### src/rtl/game_frame_sequencer.sv
// game_frame_sequencer: latches the displayed board once per frame on vsync rise,
// runs the WELCOME/PLAY/GAME_OVER mode machine and per-tile highlight countdowns.
module game_frame_sequencer #(
    parameter int GRID_DIM         = 4,
    parameter int TILE_BITS        = 4,
    parameter int HIGHLIGHT_FRAMES = 25,
    parameter int CNT_W            = 5,
    parameter int PHASE_BITS       = 3,
    parameter int PHASE_SHIFT      = 1,
    parameter int OVER_HOLD_FRAMES = 60,
    localparam int NT = GRID_DIM * GRID_DIM,
    localparam int GW = NT * TILE_BITS,
    localparam int IW = (NT > 1) ? $clog2(NT) : 1
) (
    input  logic                     clk,
    input  logic                     rst_n,
    input  logic                     vsync,
    input  logic [GW-1:0]            welcome_grid,
    input  logic [GW-1:0]            next_grid,
    input  logic                     added_tile_valid,
    input  logic [IW-1:0]            added_tile_index,
    input  logic                     game_over,
    input  logic                     btn_any,
    output logic [GW-1:0]            grid,
    output logic [NT-1:0]            new_tiles,
    output logic [NT*PHASE_BITS-1:0] tile_phase,
    output logic [1:0]               mode,
    output logic                     play_en,
    output logic                     restart
);
    typedef enum logic [1:0] {WELCOME = 2'd0, PLAY = 2'd1, OVER = 2'd2} mode_t;

    mode_t           mode_q, mode_d;
    logic [GW-1:0]   grid_q, grid_d;
    logic [7:0]      hold_q, hold_d;
    logic            vs_q, play_q, restart_q, restart_d;
    logic            tick, clr, load;

    assign tick = vsync & ~vs_q;
    assign load = added_tile_valid && mode_q == PLAY;

    always_ff @(posedge clk) begin
        if (!rst_n) begin
            mode_q    <= WELCOME;
            grid_q    <= '0;
            hold_q    <= '0;
            vs_q      <= 1'b0;
            play_q    <= 1'b0;
            restart_q <= 1'b0;
        end else begin
            mode_q    <= mode_d;
            grid_q    <= grid_d;
            hold_q    <= hold_d;
            vs_q      <= vsync;
            play_q    <= mode_d == PLAY;
            restart_q <= restart_d;
        end
    end

    always_comb begin
        mode_d    = mode_q;
        grid_d    = grid_q;
        hold_d    = hold_q;
        restart_d = 1'b0;
        clr       = 1'b0;
        case (mode_q)
            WELCOME: if (tick) begin
                grid_d = welcome_grid;
                if (btn_any) begin
                    mode_d    = PLAY;
                    restart_d = 1'b1;
                end
            end
            PLAY: if (tick) begin
                grid_d = next_grid;
                if (game_over) begin
                    mode_d = OVER;
                    hold_d = '0;
                end
            end
            OVER: if (tick) begin
                // restart is only honoured once the hold time has fully elapsed
                if (hold_q == 8'(OVER_HOLD_FRAMES) && btn_any) begin
                    mode_d    = WELCOME;
                    restart_d = 1'b1;
                    clr       = 1'b1;
                end else if (hold_q != 8'(OVER_HOLD_FRAMES)) begin
                    hold_d = hold_q + 8'd1;
                end
            end
            default: mode_d = WELCOME;
        endcase
    end

    for (genvar i = 0; i < NT; i++) begin : g_tile
        logic [CNT_W-1:0] cnt_q, cnt_d;
        // a load on a tick cycle wins over the decrement for that tile
        always_comb cnt_d = clr ? '0
                          : (load && added_tile_index == IW'(i)) ? CNT_W'(HIGHLIGHT_FRAMES)
                          : (tick && cnt_q != '0) ? cnt_q - CNT_W'(1)
                          : cnt_q;
        always_ff @(posedge clk) cnt_q <= !rst_n ? '0 : cnt_d;
        assign new_tiles[i] = |cnt_q;
        assign tile_phase[i*PHASE_BITS +: PHASE_BITS] = PHASE_BITS'(cnt_q >> PHASE_SHIFT);
    end

    assign grid    = grid_q;
    assign mode    = mode_q;
    assign play_en = play_q;
    assign restart = restart_q;
endmodule

### config.mk
export PLATFORM = sky130hd
export DESIGN_NAME = game_frame_sequencer
export DESIGN_NICKNAME = d
export VERILOG_FILES = /design/src/rtl/game_frame_sequencer.sv
export SDC_FILE = /design/constraint.sdc
export NUM_CORES = 1
export LEC_CHECK = 0
export CORE_MARGIN = 2
export CORE_UTILIZATION = 35
export DETAILED_ROUTE_END_ITERATION = 16
export SETUP_SLACK_MARGIN = 0.5
export SYNTH_ARGS = -nofsm -noshare
export SYNTH_HDL_FRONTEND = slang
export SYNTH_SLANG_ARGS = --single-unit
### constraint.sdc
create_clock -name clk -period 1.9 [get_ports clk]
set_input_delay 0.285 -clock clk [delete_from_list [all_inputs] [get_ports clk]]
set_output_delay 0.285 -clock clk [all_outputs]
set_load 0.005 [all_outputs]
==> metrics.yaml <==
outcome:
  outcome: "complete, no violations"
timing:
  finalMaxSlewViolations: 0
  finalSetupTns_ns: 0
  hold_viol: 0
  worst_pin_slew_ns: 0.3917
  final-setup-viol-count: 0
  worst_slack_ns: 0.03386
  slew_headroom_pct: 73.83
  fin_crit_ns: 1.866
  clock_skew_ns: 0.01393
  rsz0062_at_grt: "yes"
  fmax_mhz: 535.9
  fin_crit_sh_pct: 98.22
grt:
  antenna_found_initial: 1
  grt_max_degree: 75
  grt_pass1_wl_mm: 40.50
  grt_pass1_vias: 7675
  track_usage_pct: 21.68
  grt_overflow: 0
setup_path:
  ff2ff_setup_slack_ns: 0.08
  start_kind: "flip-flop"
  criticalPathCategory: "flip-flop to output pin"
  cp_data_arrival_time_ns: 1.58
  cp_max_fo: 2
  endpoint_kind: "output pin"
  cp_data_required_time_ns: 1.62
route:
  drt-total-wl_mm: 28.60
  wl_per_cell_um: 18.01
  drtAntennaViolNets: 0
  post_drt_via_cell_ratio: 4.937
  dr.pass1.iters: 6
  via_count: 7840
  route.detailed.drc: 0
  drt_iter0_markers: 225
synthesis:
  synth.area.top_cells: "dfxtp_1 (40%), mux2i_1 (9.0%), o211a_1 (8.1%), nand2_1 (6.7%), buf_4 (4.6%)"
  yosys.area.top_type: "dfxtp_1"
  seq_area_frac_synth_pct: 39.67
  synthesis.nets: 1054
  synth.top_cell.area_share_pct: 39.67
  synthArstFlopShare_pct: 0
  ys_ff_latch: 157
  synth_area_um2: 7924
  synthFlopType: "dfxtp_1"
  ys_warn_count: 0
  synth_cell_types: 46
  synth_edf_count: 0
  synth_cells: 892
  synth_area_per_cell_um2: 8.883
finish:
  drive_above_1_share_pct: 44.67
  finalNonFillerCells: 1588
  synthToLayoutAreaGrowth_pct: 81.26
  n_antenna_cell: 0
  multi_input_area_um2: 4964
  fin_nets: 1452
  fill_cells: 1863
  final_area_um2: 14360
  register_area_um2: 3339
floorplan:
  fp.coreArea_um2: 22430
  die_area_um2: 23860
  num_rows: 55
  start_util_pct: 35.32
  die_y_um: 154.5
  die_x_um: 154.5
  io-pin-count: 270
run:
  maxCapViolations: 0
clocking:
  htree_levels: 4
  clk_pin_slew_ns: 0.07
  cts_hold_buf: 0
  cts_num_sinks: 157
  clock_path_buffers: 2
  cts_tree: "built"
  cts_made_buffers: 17
  clkLatencyLatePin_ns: 0.43
  clk_root_buffer_cell: "clkbuf_16"
place:
  dpl.hpwl_mm: 17.68
  numPortBuffers: 269
  gp_congestion: 0.7809
  placed_cell_area_um2: 11250
  dp.cells: 1379
  preCtsSetupSlack_ns: 0.01857
power:
  leakagePower_nw: 6.564
  total_power_mw: 17.31
  powerDensity_nw_per_um2: 1205
  worst_ir_drop_vdd_mv: 0.5295
worst_hold_path:
  hp-class: "input port to flip-flop"
-- layer usage --
metal  up-vias  track usage, %  wire, um
met5         -               0        13
met4         2           5.203       313
met3        25           7.509      2152
met2       259           37.67     14600
met1      3740           25.73     11520
li1       3814               -         -
-- layout by cell type, fill, tap and decap left out, types with 16 or more instances in the layout --
cell type and n:
dfxtp_2 52, inv_2 25, a21oi_2 21, nand2_2 33
nand2_1 105, ha_4 17, clkbuf_16 28, o211a_1 64
dfxtp_1 70, mux2i_1 64, a21oi_1 28, buf_6 96
a211oi_2 16, xnor2_2 16, clkdlybuf4s50_1 135, xor2_1 29
buf_12 16, dlygate4sd2_1 88, nand3_1 23, dfxtp_4 35
nor2_1 48, nor3_1 17, buf_4 109, and2_4 16
-- worst paths after layout --
| kind | startpoint | to | cells after the start |
|---|---|---|---|
| worst max-delay path | g_tile[5].cnt_q[1] | new_tiles[5] | 4 |
| worst min-delay path | vsync | vs_q | 3 |
| worst max register to register | g_tile[9].cnt_q[1] | g_tile[9].cnt_q[3] | 9 |
| worst min register to register | g_tile[15].cnt_q[4] | g_tile[15].cnt_q[4] | 2 |
-- cell type report --
cell class / count / share of cell area, %
Multi-Input combinational cell: 595 / 34.56
Inverter: 36 / 1.098
Clock inverter: 14 / 0.9496
Clock buffer: 18 / 2.988
Sequential cell: 157 / 23.25
Tap cell: 285 / 2.483
Timing Repair Buffer: 483 / 34.67
-- metrics by stage --
stage / utilization (%) / hold WS (ns)
final: 64.02 / 0.2546
after global routing: 64.02 / 0.2747
after CTS: 59.38 / 0.3941
after detailed placement: 50.16 / 0.4493
after global placement: 50.16 / 0.4440
after floorplan: - / 0.4123
-- synth_stat cells, drive strengths merged, types with 2 or more instances --
| master | number |
|---|---|
| mux2i | 71 |
| nand2 | 141 |
| nor2 | 65 |
| xor2 | 30 |
| o21ai | 5 |
| a21oi | 52 |
| o211a | 64 |
| nand4 | 6 |
| clkbuf | 21 |
| nor3b | 3 |
| nand3 | 23 |
| dfxtp | 157 |
| nand3b | 2 |
| a2111oi | 2 |
| xnor2 | 22 |
| inv | 36 |
| nor2b | 4 |
| a211oi | 16 |
| or4b | 15 |
| nor3 | 17 |
| nand2b | 3 |
| and2 | 17 |
| ha | 24 |
| buf | 83 |
-- registers in the layout, indices dropped and copies added (netlist names) --
name	count
g_tile.cnt_q	80
grid	64
hold_q	8
mode	2
play_en	1
restart	1
vs_q	1
-- worst max-delay path, stage by stage, from the launching register on --
cell     delay (ns)
dfxtp_4        0.36
inv_4          0.05
ha_4           0.13
or4b_4         0.48
buf_6          0.14
-- power by group --
group,switching [mW],internal (mW)
registers,0.538,4.07
clock network,1.51,1.83
logic,3.68,5.68
-- what timing repair did --
item | 4_1_cts | 5_1_grt
setup endpoints to repair | 261 | 178
setup buffers | 113 | 46
gates resized for setup | 447 | 133
pin swaps | 69 | 44
cloned | 6 | 12
-- kinds of logic (layout without fill, tap and decap cells) --
| group | after synthesis | after routing | synth area share (%) |
|---|---|---|---|
| simple gates | 306 | 306 | 18.17 |
| xor+xnor | 52 | 52 | 5.748 |
| compound gates | 142 | 142 | 14.10 |
| fa+ha+maj | 24 | 24 | 3.790 |
| mux | 71 | 71 | 8.969 |
| flops | 157 | 157 | 39.67 |
| buf+inv | 140 | 551 | 9.553 |
Power figures use the tool's default switching activity.
